**src/rtl/half_word_serializer.sv**
```systemverilog
`default_nettype none
// ============================================================================
// Module   : half_word_serializer
// Purpose  : Buffers 16-bit words from a valid/ready producer in a small
//            FIFO and emits each word as two bytes on a byte-wide
//            valid/ready stream. out_last flags the second byte of a word.
// Ports    : clk, rst_n               - clock, async active-low reset
//            in_word/in_valid/in_ready - word input handshake
//            out_byte/out_valid/out_ready/out_last - byte output stream
//            fifo_level               - words held (incl. one partly sent)
//            word_count               - completed words since reset (wraps)
// Revision : 1.0 - initial release
// ============================================================================
module half_word_serializer #(
  parameter int HI_FIRST   = 1,
  parameter int FIFO_DEPTH = 2
) (
  input  logic                          clk,
  input  logic                          rst_n,
  input  logic [15:0]                   in_word,
  input  logic                          in_valid,
  output logic                          in_ready,
  output logic [7:0]                    out_byte,
  output logic                          out_valid,
  input  logic                          out_ready,
  output logic                          out_last,
  output logic [$clog2(FIFO_DEPTH):0]   fifo_level,
  output logic [15:0]                   word_count
);

  localparam int AW = $clog2(FIFO_DEPTH);
  localparam int LW = AW + 1;

  typedef enum logic [1:0] {
    ST_EMPTY  = 2'd0,
    ST_FIRST  = 2'd1,
    ST_SECOND = 2'd2
  } state_t;

  state_t        state_q, state_d;
  logic [LW-1:0] wr_ptr_q, wr_ptr_d;
  logic [LW-1:0] rd_ptr_q, rd_ptr_d;
  logic [15:0]   mem_q [FIFO_DEPTH];
  logic [15:0]   mem_d [FIFO_DEPTH];
  logic [15:0]   word_count_q, word_count_d;

  logic [LW-1:0] level;
  logic          push;
  logic          pop;
  logic [15:0]   head;
  logic [7:0]    first_byte;
  logic [7:0]    second_byte;

  // Pointers carry one extra MSB so full (difference == depth) and empty
  // (difference == 0) are distinct.
  assign level    = wr_ptr_q - rd_ptr_q;
  assign in_ready = (level != LW'(FIFO_DEPTH));
  assign push     = in_valid && in_ready;
  assign pop      = (state_q == ST_SECOND) && out_ready;
  assign head     = mem_q[rd_ptr_q[AW-1:0]];

  if (HI_FIRST != 0) begin : g_hi_first
    assign first_byte  = head[15:8];
    assign second_byte = head[7:0];
  end else begin : g_lo_first
    assign first_byte  = head[7:0];
    assign second_byte = head[15:8];
  end

  always_comb begin
    for (int i = 0; i < FIFO_DEPTH; i++) begin
      mem_d[i] = mem_q[i];
    end
    if (push) begin
      mem_d[wr_ptr_q[AW-1:0]] = in_word;
    end
  end

  always_comb begin
    wr_ptr_d     = wr_ptr_q;
    rd_ptr_d     = rd_ptr_q;
    word_count_d = word_count_q;
    if (push) begin
      wr_ptr_d = wr_ptr_q + LW'(1);
    end
    if (pop) begin
      rd_ptr_d     = rd_ptr_q + LW'(1);
      word_count_d = word_count_q + 16'd1;
    end
  end

  // Next-state logic. After a pop, stay busy if another word was already
  // buffered or one is being pushed in the same cycle.
  always_comb begin
    state_d = state_q;
    case (state_q)
      ST_EMPTY: begin
        if (push) state_d = ST_FIRST;
      end
      ST_FIRST: begin
        if (out_ready) state_d = ST_SECOND;
      end
      ST_SECOND: begin
        if (out_ready) begin
          state_d = ((level > LW'(1)) || push) ? ST_FIRST : ST_EMPTY;
        end
      end
      default: state_d = ST_EMPTY;
    endcase
  end

  // Outputs depend on registered state only.
  always_comb begin
    out_valid = 1'b0;
    out_last  = 1'b0;
    out_byte  = 8'h00;
    case (state_q)
      ST_FIRST: begin
        out_valid = 1'b1;
        out_byte  = first_byte;
      end
      ST_SECOND: begin
        out_valid = 1'b1;
        out_last  = 1'b1;
        out_byte  = second_byte;
      end
      default: begin
        out_valid = 1'b0;
      end
    endcase
  end

  always_ff @(posedge clk or negedge rst_n) begin
    if (!rst_n) begin
      state_q      <= ST_EMPTY;
      wr_ptr_q     <= '0;
      rd_ptr_q     <= '0;
      word_count_q <= '0;
      for (int i = 0; i < FIFO_DEPTH; i++) begin
        mem_q[i] <= '0;
      end
    end else begin
      state_q      <= state_d;
      wr_ptr_q     <= wr_ptr_d;
      rd_ptr_q     <= rd_ptr_d;
      word_count_q <= word_count_d;
      for (int i = 0; i < FIFO_DEPTH; i++) begin
        mem_q[i] <= mem_d[i];
      end
    end
  end

  assign fifo_level = level;
  assign word_count = word_count_q;

endmodule
`default_nettype wire
```
**config.mk**
```make
export PLATFORM = sky130hd
export DESIGN_NAME = half_word_serializer
export DESIGN_NICKNAME = d
export VERILOG_FILES = /design/src/rtl/half_word_serializer.sv
export SDC_FILE = /design/constraint.sdc
export NUM_CORES = 1
export LEC_CHECK = 0
export BUFFER_PORTS_ARGS = -buffer_cell sky130_fd_sc_hd__buf_2
export CORE_MARGIN = 1
export CORE_UTILIZATION = 45
export CTS_CLUSTER_SIZE = 28
export DETAILED_ROUTE_END_ITERATION = 6
export GPL_TIMING_DRIVEN = 0
export PLACE_DENSITY = 0.72
export SYNTH_ARGS = -nofsm -noshare
export SYNTH_HDL_FRONTEND = slang
export SYNTH_SLANG_ARGS = --single-unit
```
**constraint.sdc**
```tcl
create_clock -name clk -period 4.72 [get_ports clk]
set_input_delay 0.708 -clock clk [delete_from_list [all_inputs] [get_ports clk]]
set_output_delay 0.708 -clock clk [all_outputs]
set_load 0.01 [all_outputs]
```
== After elaboration in Yosys (flattened, before gate mapping) ==
Cells that the tools add are included.

* Memories: 0
* ROM bits: 0
* Output and inout port bits: 29
* Bits in registers: 54
* Memory bits (writable): 0
* Logic and storage cells: 43
* Latch bits: 0
* Bits of input ports: 20

* Divide/modulo/power cells: 0
* Add/subtract/negate cells: 4
* Shift-type cells: 0
* Muxes and demuxes: 14
* Multipliers: 0
* Reductions and logical operators: 7
* $lt $le $gt $ge: 4
* Equality and inequality tests: 6
* Bitwise operators: 2

{| class="wikitable"
|+ Operator list
! cell !! number
|-
| $mux W16 || 4
|-
| $bwmux W32 || 1
|-
| $add A16 B1 Y16 const B || 1
|-
| $demux W16 S1 || 1
|-
| $pmux W8 S2 || 1
|-
| $ne A2 B2 Y1 const B || 4
|-
| $mux W2 || 3
|-
| $pmux W2 S3 || 1
|-
| $add A2 B1 Y2 const B || 2
|-
| $ge A2 B2 Y1 const B || 2
|-
| $not A1 Y2 || 2
|-
| $logic_and A1 B1 Y1 || 3
|-
| $mux W1 || 3
|-
| $reduce_and A3 Y1 || 1
|-
| $eq A2 B1 Y1 const B || 1
|-
| $eq A2 B2 Y1 const B || 1
|-
| $gt A2 B1 Y1 const B || 1
|-
| $logic_not A2 Y1 || 1
|-
| $lt A2 B1 Y1 const B || 1
|-
| $reduce_or A2 Y1 || 1
|-
| $sub A2 B2 Y2 || 1
|-
| $logic_or A1 B1 Y1 || 1
|}

== Longest topological paths before layout ==
Gate-level depths: netlist of the first run.

* Depth after elaboration: 7
* Mapped depth: 9
* Depth with buffers taken out: 7

== Worst setup path after synthesis of the first run ==
No wires, ideal clock.

* Kind: register -> output
* Start: register rd_ptr_q[0]
* End: output out_byte[0]
* Path buffers: 2
* Path slack: 2.429 ns
* Stages on the path, launching flop included: 6
* Data required time: 4.012 ns
* Arrival time: 1.583 ns
* Cell sequence: dfrtp_1 clkbuf_1 buf_1 mux2_2 a22oi_1 nor2b_1

* Word-level cells in the longest chain between the ends: 5

{| class="wikitable"
|+ Ends and longest elaborated chain
! item !! line !! source
|-
| start: declaration || 42 || <nowiki>logic [LW-1:0] rd_ptr_q, rd_ptr_d;</nowiki>
|-
| start signal: assignment || 145 || <nowiki>rd_ptr_q <= rd_ptr_d;</nowiki>
|-
| $not A1 Y2 (implied by the code) || 60 || <nowiki>assign head = mem_q[rd_ptr_q[AW-1:0]];</nowiki>
|-
| $mux W16 (implied by the code) (3 in a row) || 60 ||
|-
| $pmux W8 S2 || 117 || <nowiki>case (state_q)</nowiki>
|-
| end: declaration || 23 || <nowiki>output logic [7:0] out_byte,</nowiki>
|}

Every way passes these cells. The select of a mux whose other input is x is not followed.

== Final worst setup path of the first run ==
* Start: register rd_ptr_q[0]
* End: output out_byte[4]

The elaborated chain is that of the path after synthesis.

==> out/summary.txt, run 1 <==
status: finished clean
internal power of the cells: 1.410 mW
total of max-cap violations: 0
CTS tree: yes
Clock Sink Count: 54
net switching share of the total power: 33.83%
Resized cells post-CTS: 0
remaining antenna violation count: 0
DRC marker count from the first detailed-route iteration: 43
critical path data required time: 4.01 ns
die span in x: 78.74 um
hold buffer count at cts: 0
number of setup buffers added after CTS: 0
aggregate global-route resource usage: 17.39%
critical path's slowest cell: sky130_fd_sc_hd__buf_1
final period utilization: 65.65%
effective utilization at floorplan: 47.26%
kind of start point of the critical path: flop
final setup fails: 0
prevailing post-synth register cell: sky130_fd_sc_hd__dfrtp_1
critical path endpoint category: primary output
leakage power of the design: 1.463 nW
antenna violations before repair: 0
number of antenna diodes: 0
PD cells: 690.4 nW/um^2
Net Count, Synth: 231
final cell area excluding filler cells: 3087 sq um
class of the tightest hold or removal check: reg -> reg
routability congestion estimate: 0.7621
mean area per synthesized cell: 12.99 sq um
Max Fanout on Critical Path: 10
proportion of synthesized chip area in sequential cells: 50.99%
net switching power of the design: 0.7210 mW
maximum number of pins on one net before global-route repair: 55
post-synthesis instance area: 2650 sq um
number of nets in the finished design: 286
Die Y-Extent: 78.74 um
first-pass GRT wire length: 8217 um
number of flops mapped to enable cells by yosys: 0
part of the total power dissipated in the clock network: 14.2%
critical path's top delay family: buffers and inverters
synthesis warning total: 0
Std-Cell Rows: 27
unrepaired setup endpoints after global routing: false
share of async-settable or async-resettable flops after synthesis: 100.0%
I/O Buffers: 48
count of final hold-check violations: 0
number of distinct library cells after synthesis: 34
pins over their slew limit: 0
Relative slew margins: 21.62%
part of the power in combinational logic: 49.8%
proportion of power drawn by flip-flops and latches: 36.0%
Filler cells: 506
Inserted Clock Buffers: 5
area of the die: 6200 sq um
highest ir drop seen on vdd: 0.3204 mV
vias in the first global route: 1,665
iteration count of the initial detailed-routing pass: 4
routed len/inst: 14.81 um
worst skew pair latency: 0.30 ns
maximum level of the CTS H-tree: 2
sum of net half-perimeters after detailed placement: 3590 um
kind of critical path: reg -> out
number of buffers and inverters on the critical path: 3
time the worst path needs with I/O delays and setup: 3.099 ns
instance area at placement: 2980 sq um
maximum count of clock buffers along a single path: 2
Post-Route Skew: 0.006853 ns
signal arrival time at the worst endpoint: 2.39 ns
area delta synth->final: 16.48%
aggregate negative setup slack: 0 ns
Avg Vias per Cell: 5.009
Achievable Freq: 0.3227 GHz
DRC Markers: 0
global-route congestion overflow total: 0
number of vias in the routed layout: 1,663
critical path, cell by cell: clkbuf_1 -> buf_1 -> mux2_2 -> a22oi_1 -> nor2b_1 -> buf_2
Clk pin slew, worst setup/hold paths: 0.09 ns
gate count after technology mapping: 204
number of synthesized register bits: 54
total wire length: 4917 um
core area: 5608 sq um
transition time at the pin with the least slew margin: 1.176 ns
number of top-level pins: 49
Root Buffer: sky130_fd_sc_hd__clkbuf_8
crit-path max cell delay: 0.53 ns
ratio of cells with drive above 1 in the final layout: 43.85%
-- power groups by stage --
stage               Clock, mW  Sequential (mW)  Combinational [mW]
CTS                     0.310            0.769                1.08
global placement            0            0.767                1.05
global route            0.327            0.794                1.16
detailed placement          0            0.776                1.07
finish                  0.303            0.768                1.06
floorplan                   0            0.750               0.822
-- routing by layer --
metal	vias up	GRT usage, %	share of wire [%]
li1	813	-	-
met1	819	23.38	49
met2	27	28.09	47
met3	4	3.678	2.9
met4	0	5.556	1.2
met5	-	0	0
-- cell usage in the layout, fill, tap and decap left out, types with 2 or more instances in the layout --
cell type,count
sky130_fd_sc_hd__nand4_1,3
sky130_fd_sc_hd__nor2b_1,8
sky130_fd_sc_hd__clkbuf_1,5
sky130_fd_sc_hd__a22oi_1,8
sky130_fd_sc_hd__mux2_4,10
sky130_fd_sc_hd__xor2_1,5
sky130_fd_sc_hd__clkbuf_8,5
sky130_fd_sc_hd__ha_1,7
sky130_fd_sc_hd__and3_1,2
sky130_fd_sc_hd__nor3_1,2
sky130_fd_sc_hd__nor2_1,6
sky130_fd_sc_hd__dfrtp_1,54
sky130_fd_sc_hd__nand2_1,12
sky130_fd_sc_hd__mux2_2,40
sky130_fd_sc_hd__nand3_1,5
sky130_fd_sc_hd__xnor2_1,14
sky130_fd_sc_hd__inv_1,6
sky130_fd_sc_hd__buf_2,48
sky130_fd_sc_hd__nor4_1,2
-- final timing paths --
check / start / endpoint / slack (ns) / cells after the start
max: rd_ptr_q[0] / out_byte[4] / 1.62 / 6
min: word_count[15] / word_count[15] / 0.47 / 1
min reg2reg: word_count[15] / word_count[15] / 0.47 / 1
max reg2reg: wr_ptr_q[0] / mem_q[13] / 2.45 / 7
min in group asynchronous: rst_n / mem_q[7] / 0.64 / 1
max in group asynchronous: rst_n / word_count[2] / 3.36 / 1
-- layout make-up --
cell class	count	area (sq um)	area share (%)
plain buffers	7	53.80	1.743
clock inverters	1	30.03	0.9728
inverters	7	26.28	0.8512
repair buffers	48	240.2	7.783
well taps	72	90.09	2.919
flip-flops and latches	54	1351	43.78
clock buffers	7	76.32	2.473
multi-input cells	136	1219	39.48
-- cells in the mapped netlist (2+ instances only) --
cell type	n	area (sq um)
sky130_fd_sc_hd__dfrtp_1	54	1351
sky130_fd_sc_hd__mux2_2	40	450.4
sky130_fd_sc_hd__xnor2_1	14	122.6
sky130_fd_sc_hd__nand2_1	12	45.04
sky130_fd_sc_hd__mux2_4	10	150.1
sky130_fd_sc_hd__a22oi_1	8	60.06
sky130_fd_sc_hd__nor2b_1	8	50.05
sky130_fd_sc_hd__ha_1	7	87.58
sky130_fd_sc_hd__inv_1	6	22.52
sky130_fd_sc_hd__nor2_1	6	22.52
sky130_fd_sc_hd__nand3_1	5	25.02
sky130_fd_sc_hd__xor2_1	5	43.79
sky130_fd_sc_hd__clkbuf_1	3	11.26
sky130_fd_sc_hd__nand4_1	3	18.77
sky130_fd_sc_hd__and3_1	2	12.51
sky130_fd_sc_hd__nor3_1	2	10.01
sky130_fd_sc_hd__nor4_1	2	12.51
-- flip-flops by register name (all words and copies together), names as in the netlist --
name        cells
word_count     16
state_q         2
wr_ptr_q        2
rd_ptr_q        2
mem_q          32
-- stage by stage --
stage / instances / hold slack, ns / setup WS (ns) / power [mW] / utilization (%)
final: 332 / 0.4690 / 1.621 / 2.131 / 55.04
after global routing: 332 / 0.5062 / 1.460 / 2.277 / 55.04
after CTS: 332 / 0.4777 / 1.588 / 2.156 / 55.04
after detailed placement: 324 / 0.4625 / 1.911 / 1.849 / 53.15
after global placement: 324 / 0.4566 / 1.922 / 1.815 / 53.15
after floorplan: 204 / 0.4124 / 2.429 / 1.572 / -
-- kinds of logic (layout without fill, tap and decap cells) --
family / count (synthesis) / count (layout) / synth area share (%)
xor+xnor: 20 / 20 / 7.224
simple gates: 46 / 46 / 9.207
fa+ha+maj: 7 / 7 / 3.305
flops: 54 / 54 / 50.99
mux: 51 / 51 / 23.04
compound gates: 12 / 12 / 3.211
buf+inv: 14 / 70 / 3.021
(Power assumes the default switching activity.)
==> inputs of run 2 (changes only) <==
--- a/config.mk
+++ b/config.mk
@@ -5,6 +5,7 @@
 export SDC_FILE = /design/constraint.sdc
 export NUM_CORES = 1
 export LEC_CHECK = 0
+export ABC_AREA = 1
 export BUFFER_PORTS_ARGS = -buffer_cell sky130_fd_sc_hd__buf_2
 export CORE_MARGIN = 1
 export CORE_UTILIZATION = 45
==> constraint.sdc (replaced) <==
create_clock -name clk -period 3.05 [get_ports clk]
set_input_delay 0.4575 -clock clk [delete_from_list [all_inputs] [get_ports clk]]
set_output_delay 0.4575 -clock clk [all_outputs]
set_load 0.01 [all_outputs]
==> run 2 against run 1 <==
  * Setup slack lost 1.2 ns
  * Final cell count up 35%
  * Count of clock-buffer cells in the layout down 2
  * Clock power rose by 32%
  * Critical path type unchanged
  * Largest cell class unchanged
==> out/summary.txt, run 2 <==
Root Buffer: sky130_fd_sc_hd__clkbuf_8
part of the total power dissipated in the clock network: 13.7%
area delta synth->final: 15.61%
internal power of the cells: 1.662 mW
prevailing post-synth register cell: sky130_fd_sc_hd__dfrtp_1
critical path, cell by cell: inv_1 -> ha_1 -> clkinv_1 -> nor2_1 -> o21ai_0 -> a21oi_1 -> buf_2
post-layout instance count excluding filler cells: 449
transition time at the pin with the least slew margin: 1.190 ns
number of top-level pins: 49
mean area per synthesized cell: 8.439 sq um
kind of start point of the critical path: flop
sum of net half-perimeters after detailed placement: 4114 um
class of the tightest hold or removal check: in -> async
I/O Buffers: 48
unrepaired setup endpoints after global routing: false
time the worst path needs with I/O delays and setup: 2.609 ns
count of cells along the worst register-to-register path: 9
area of the die: 6334 sq um
proportion of netlist area held by the largest area contributor: 49.88%
total of max-cap violations: 0
most common cell after layout, fill and taps aside: sky130_fd_sc_hd__nand2_1
Commonest cells post-synth: sky130_fd_sc_hd__nand2_1 (72), sky130_fd_sc_hd__dfrtp_1 (54), sky130_fd_sc_hd__nor2_1 (38)
PD cells: 932.7 nW/um^2
Design Power: 2.921 mW
proportion of power drawn by flip-flops and latches: 39.7%
number of flops mapped to enable cells by yosys: 0
number of antenna diodes: 0
share of async-settable or async-resettable flops after synthesis: 100.0%
iteration count of the initial detailed-routing pass: 4
antenna violations before repair: 0
Std-Cell Rows: 27
Worst Slack Setup Final: 0.4405 ns
Avg Vias per Cell: 4.962
number of synthesized register bits: 54
area leader, netlist: sky130_fd_sc_hd__dfrtp_1
remaining antenna violation count: 0
instance area at placement: 3039 sq um
proportion of synthesized chip area in sequential cells: 49.88%
highest ir drop seen on vdd: 0.5009 mV
synthesis warning total: 0
number of placed instances, taps included: 441
maximum number of pins on one net before global-route repair: 55
number of nets in the finished design: 403
total wire length: 5691 um
critical path data required time: 2.59 ns
first-pass GRT wire length: 9735 um
kind of critical path: reg -> out
Resized cells post-CTS: 0
maximum count of clock buffers along a single path: 2
Inserted Clock Buffers: 5
routed len/inst: 12.67 um
DRC Markers: 0
count of final hold-check violations: 0
final cell area excluding filler cells: 3132 sq um
Net Count, Synth: 348
die span in x: 79.59 um
CTS tree: yes
number of vias in the routed layout: 2,228
Post-Route Skew: 0.009672 ns
global-route congestion overflow total: 0
crit-path max cell delay: 0.44 ns
Reg2Reg Capture Point: word_count[12]
part of the power in combinational logic: 46.6%
final setup fails: 0
pre-CTS worst setup slack: 0.7813 ns
effective utilization at floorplan: 48.02%
gate count after technology mapping: 321
Relative slew margins: 20.65%
Clock Sink Count: 54
aggregate negative setup slack: 0 ns
ratio of cells with drive above 1 in the final layout: 20.95%
pins over their slew limit: 0
register with the highest flop count: mem_q
maximum level of the CTS H-tree: 2
status: finished clean
core area: 5642 sq um
signal arrival time at the worst endpoint: 2.15 ns
number of flip-flops under the largest register name: 32
aggregate global-route resource usage: 20.18%
post-synthesis instance area: 2709 sq um
largest cells by area after synthesis: sky130_fd_sc_hd__dfrtp_1 (50%), sky130_fd_sc_hd__nand2_1 (10%), sky130_fd_sc_hd__o21ai_0 (5.9%)
leakage power of the design: 1.706 nW
net switching power of the design: 1.259 mW
final period utilization: 85.56%
commonest non-fill, non-tap cells in the layout: sky130_fd_sc_hd__nand2_1 (72), sky130_fd_sc_hd__dfrtp_1 (54), sky130_fd_sc_hd__buf_2 (50)
worst skew pair latency: 0.30 ns
critical path endpoint category: primary output
setup slack on the worst flop-to-flop path: 1.15 ns
number of distinct library cells after synthesis: 29
most repeated cell in the gate-level netlist after synthesis: sky130_fd_sc_hd__nand2_1
hold buffer count at cts: 0
Die Y-Extent: 79.59 um
Filler cells: 544
timing startpoint of the critical path: state_q[0]
routability congestion estimate: 0.7816
number of setup buffers added after CTS: 0
DRC marker count from the first detailed-route iteration: 89
critical path's slowest cell: sky130_fd_sc_hd__dfrtp_1
Max Fanout on Critical Path: 9
Clk pin slew, worst setup/hold paths: 0.10 ns
vias in the first global route: 2,203
Achievable Freq: 0.3832 GHz
net switching share of the total power: 43.10%
r2r startpoint: state_q[0]
[run 2: changes by cell type in the layout (fill, tap and decap cells not counted), moves of 5 or more]
cell                      delta
sky130_fd_sc_hd__nor2_1     +32
sky130_fd_sc_hd__a21oi_1    +11
sky130_fd_sc_hd__mux2_2     -39
sky130_fd_sc_hd__nand2_1    +60
sky130_fd_sc_hd__o21ai_0    +31
sky130_fd_sc_hd__nand2_4     +5
sky130_fd_sc_hd__nor2b_1     -8
sky130_fd_sc_hd__xnor2_1    -10
sky130_fd_sc_hd__mux2_4     -10
sky130_fd_sc_hd__a22oi_1     -8
sky130_fd_sc_hd__inv_1      +31
sky130_fd_sc_hd__o21ai_1    +16
[run 2: power groups by stage]
| stage | combinational (mW) | sequential, mW | clock, mW |
|---|---|---|---|
| after floorplan | 0.963 | 1.14 | 0 |
| after global placement | 1.33 | 1.16 | 0 |
| after detailed placement | 1.36 | 1.17 | 0 |
| after CTS | 1.37 | 1.16 | 0.417 |
| after global routing | 1.56 | 1.19 | 0.447 |
| final | 1.36 | 1.16 | 0.401 |
[run 2: cell type report]
cell class | count | area (sq um) | area share, %
Buffer | 9 | 70.07 | 2.237
Clock buffer | 5 | 68.82 | 2.197
Clock inverter | 3 | 23.77 | 0.7591
Inverter | 41 | 156.4 | 4.994
Multi-Input combinational cell | 217 | 1131 | 36.12
Sequential cell | 54 | 1351 | 43.15
Tap cell | 72 | 90.09 | 2.877
Timing Repair Buffer | 48 | 240.2 | 7.671
[run 2: kinds of logic (layout without fill, tap and decap cells)]
kind of cell / count (synthesis) / after routing / share of synthesized area, %
XOR/XNOR: 13 / 13 / 4.203
AND/OR/NAND/NOR: 135 / 135 / 22.49
AO/OA/AOI/OAI: 61 / 61 / 11.41
flip-flops: 54 / 54 / 49.88
buffers and inverters: 50 / 106 / 8.360
adder cells (fa/ha/maj): 7 / 7 / 3.233
multiplexers: 1 / 1 / 0.4157
[run 2: worst max-delay path: cells and delay by family, from the launching register on]
kind / cells / cell delay [ns]
and+or+nand+nor: 1 / 0.17
DFF: 1 / 0.44
adders and majority gates: 1 / 0.32
buffers and inverters: 3 / 0.60
AOI/OAI and AO/OA: 2 / 0.32
[run 2: metrics by stage]
stage	hold slack, ns	utilization [%]
detailed placement	0.4688	53.87
global route	0.3857	55.51
finish	0.3806	55.51
global placement	0.4610	53.87
floorplan	0.1619	-
CTS	0.3910	55.51
[run 2: how the worst max path moves through the flow]
stage                       end  slack, ns
finish              out_byte[1]       0.44
global route        out_byte[7]       0.24
CTS                 out_byte[1]       0.43
detailed placement  out_byte[1]       0.78
global placement    out_byte[1]       0.79
floorplan           out_byte[0]       1.12
[run 2: routing by layer]
metal	track usage, %	part of all wire, %	vias to the layer above
met3	2.514	3.8	6
met1	26.12	46	1056
li1	-	-	1115
met5	0	0	-
met4	8.545	1.5	0
met2	33.93	49	51
==> inputs of run 3 (changes only) <==
--- a/config.mk
+++ b/config.mk
@@ -7,12 +7,14 @@
 export LEC_CHECK = 0
 export ABC_AREA = 1
 export BUFFER_PORTS_ARGS = -buffer_cell sky130_fd_sc_hd__buf_2
+export CELL_PAD_IN_SITES_DETAIL_PLACEMENT = 1
+export CELL_PAD_IN_SITES_GLOBAL_PLACEMENT = 1
 export CORE_MARGIN = 1
-export CORE_UTILIZATION = 45
+export CORE_UTILIZATION = 41
 export CTS_CLUSTER_SIZE = 28
 export DETAILED_ROUTE_END_ITERATION = 6
 export GPL_TIMING_DRIVEN = 0
-export PLACE_DENSITY = 0.72
+export PLACE_DENSITY = 0.86
 export SYNTH_ARGS = -nofsm -noshare
 export SYNTH_HDL_FRONTEND = slang
 export SYNTH_SLANG_ARGS = --single-unit
==> run 3 against run 2 <==
  * Design area increased by 0.40%
  * Maximum frequency is 0.29% lower
  * Register-to-register slack barely moved
  * Critical path type unchanged
  * Critical path depth did not move
  * Worst hold slack improved by 0.0014 ns
  * First-iteration DRC count grew 16%
  * Routed wire length grew 16%
  * Sequential power barely moved
  * Via count grew 1.4%
  * Sequential cell count unchanged
  * Count of clock-buffer cells in the layout rose by 1
==> out/summary.txt, run 3 (synthesis gave the netlist of run 2 again) <==
Root Buffer: sky130_fd_sc_hd__clkbuf_8
CTS tree: yes
Die Y-Extent: 83.29 um
Avg Vias per Cell: 4.978
routability congestion estimate: 0.7590
most common cell after layout, fill and taps aside: sky130_fd_sc_hd__nand2_1
maximum count of clock buffers along a single path: 2
iteration count of the initial detailed-routing pass: 4
global-route congestion overflow total: 0
transition time at the pin with the least slew margin: 1.218 ns
aggregate global-route resource usage: 20.31%
first-pass GRT wire length: 11,160 um
die span in x: 83.29 um
r2r startpoint: state_q[0]
Worst Setup EP: out_byte[0]
critical path data required time: 2.59 ns
number of antenna diodes: 0
final setup fails: 0
unrepaired setup endpoints after global routing: false
area of the die: 6936 sq um
Design Power: 3.006 mW
sum of net half-perimeters after detailed placement: 4812 um
number of setup buffers added after CTS: 0
internal power of the cells: 1.689 mW
effective utilization at floorplan: 42.66%
Resized cells post-CTS: 0
commonest non-fill, non-tap cells in the layout: sky130_fd_sc_hd__nand2_1 (72), sky130_fd_sc_hd__dfrtp_1 (54), sky130_fd_sc_hd__buf_2 (50)
core area: 6350 sq um
area delta synth->final: 16.07%
final period utilization: 85.80%
remaining antenna violation count: 0
signal arrival time at the worst endpoint: 2.16 ns
Filler cells: 779
register area: 1351 sq um
kind of start point of the critical path: flop
number of flip-flops under the largest register name: 32
net switching share of the total power: 43.82%
number of top-level pins: 49
Clk pin slew, worst setup/hold paths: 0.10 ns
Inserted Clock Buffers: 5
antenna violations before repair: 0
count of final hold-check violations: 0
pins over their slew limit: 0
DRC marker count from the first detailed-route iteration: 103
Achievable Freq: 0.3821 GHz
part of the total power dissipated in the clock network: 14.5%
worst skew pair latency: 0.32 ns
maximum number of pins on one net before global-route repair: 55
vias in the first global route: 2,340
setup slack on the worst flop-to-flop path: 1.14 ns
Post-Route Skew: 0.004908 ns
highest ir drop seen on vdd: 0.5425 mV
proportion of power drawn by flip-flops and latches: 38.9%
status: finished clean
Clock Sink Count: 54
count of cells along the worst register-to-register path: 9
PD cells: 955.9 nW/um^2
Relative slew margins: 18.81%
Max Fanout on Critical Path: 9
DRC Markers: 0
total of max-cap violations: 0
Std-Cell Rows: 29
Reg2Reg Capture Point: word_count[12]
aggregate negative setup slack: 0 ns
maximum level of the CTS H-tree: 2
ratio of cells with drive above 1 in the final layout: 20.95%
time the worst path needs with I/O delays and setup: 2.617 ns
routed len/inst: 14.52 um
I/O Buffers: 48
critical path endpoint category: primary output
register with the highest flop count: mem_q
class of the tightest hold or removal check: in -> reg
hold buffer count at cts: 0
timing startpoint of the critical path: state_q[0]
leakage power of the design: 1.714 nW
total wire length: 6591 um
kind of critical path: reg -> out
number of vias in the routed layout: 2,260
part of the power in combinational logic: 46.6%
number of nets in the finished design: 403
net switching power of the design: 1.317 mW
area occupied by multi-input gates: 1131 sq um
## run 3: cell types whose count changed in the layout (fill, tap and decap cells not counted)
cell	previous run	this run
sky130_fd_sc_hd__clkinvlp_4	2	1
sky130_fd_sc_hd__clkbuf_8	5	6
## run 3: worst min-delay path by stage
| stage | from | endpoint | cells past startpoint |
|---|---|---|---|
| floorplan | rst_n | mem_q[0] | 0 |
| global placement | mem_q[8] | mem_q[8] | 2 |
| detailed placement | mem_q[9] | mem_q[9] | 2 |
| CTS | in_word[7] | mem_q[23] | 3 |
| global route | in_word[5] | mem_q[5] | 3 |
| finish | in_word[4] | mem_q[4] | 3 |
## run 3: final cells by class
cell class | count | area share [%]
Clock inverter | 2 | 0.5173
Sequential cell | 54 | 42.98
Clock buffer | 6 | 2.626
Buffer | 9 | 2.228
Timing Repair Buffer | 48 | 7.640
Inverter | 41 | 4.974
Multi-Input combinational cell | 217 | 35.97
Tap cell | 77 | 3.064
## run 3: layer usage
layer  up-vias  wire length (um)  global-route usage (%)
met5         -                 0                       0
li1       1114                 -                       -
met4         0                95                   7.053
met1      1100              2989                   26.97
met3         7               167                   2.087
met2        39              3338                   34.65
## run 3: critical path, cell delays in order, from the launching register on
cell and delay (ns):
sky130_fd_sc_hd__dfrtp_1 0.45, sky130_fd_sc_hd__inv_1 0.11, sky130_fd_sc_hd__ha_1 0.30, sky130_fd_sc_hd__clkinv_1 0.31, sky130_fd_sc_hd__nor2_1 0.18, sky130_fd_sc_hd__o21ai_0 0.12
sky130_fd_sc_hd__a21oi_1 0.21, sky130_fd_sc_hd__buf_2 0.17
## run 3: power by group through the flow
stage	clock [mW]	sequential [mW]	combinational, mW
2_1_floorplan	0	1.14	0.963
5_1_grt	0.466	1.21	1.58
3_5_place_dp	0	1.18	1.41
6_report	0.436	1.17	1.40
3_3_place_gp	0	1.16	1.34
4_1_cts	0.447	1.17	1.42
## run 3: metrics by stage
| stage | hold slack, ns | cell area [sq um] | worst slack [ns] | util (%) | cells |
|---|---|---|---|---|---|
| floorplan | 0.1619 | 2709 | 1.118 | - | 321 |
| global placement | 0.4649 | 3045 | 0.7857 | 47.96 | 446 |
| detailed placement | 0.4739 | 3045 | 0.7501 | 47.96 | 446 |
| CTS | 0.3772 | 3144 | 0.3994 | 49.52 | 454 |
| global route | 0.3896 | 3144 | 0.2665 | 49.52 | 454 |
| finish | 0.3819 | 3144 | 0.4330 | 49.52 | 454 |
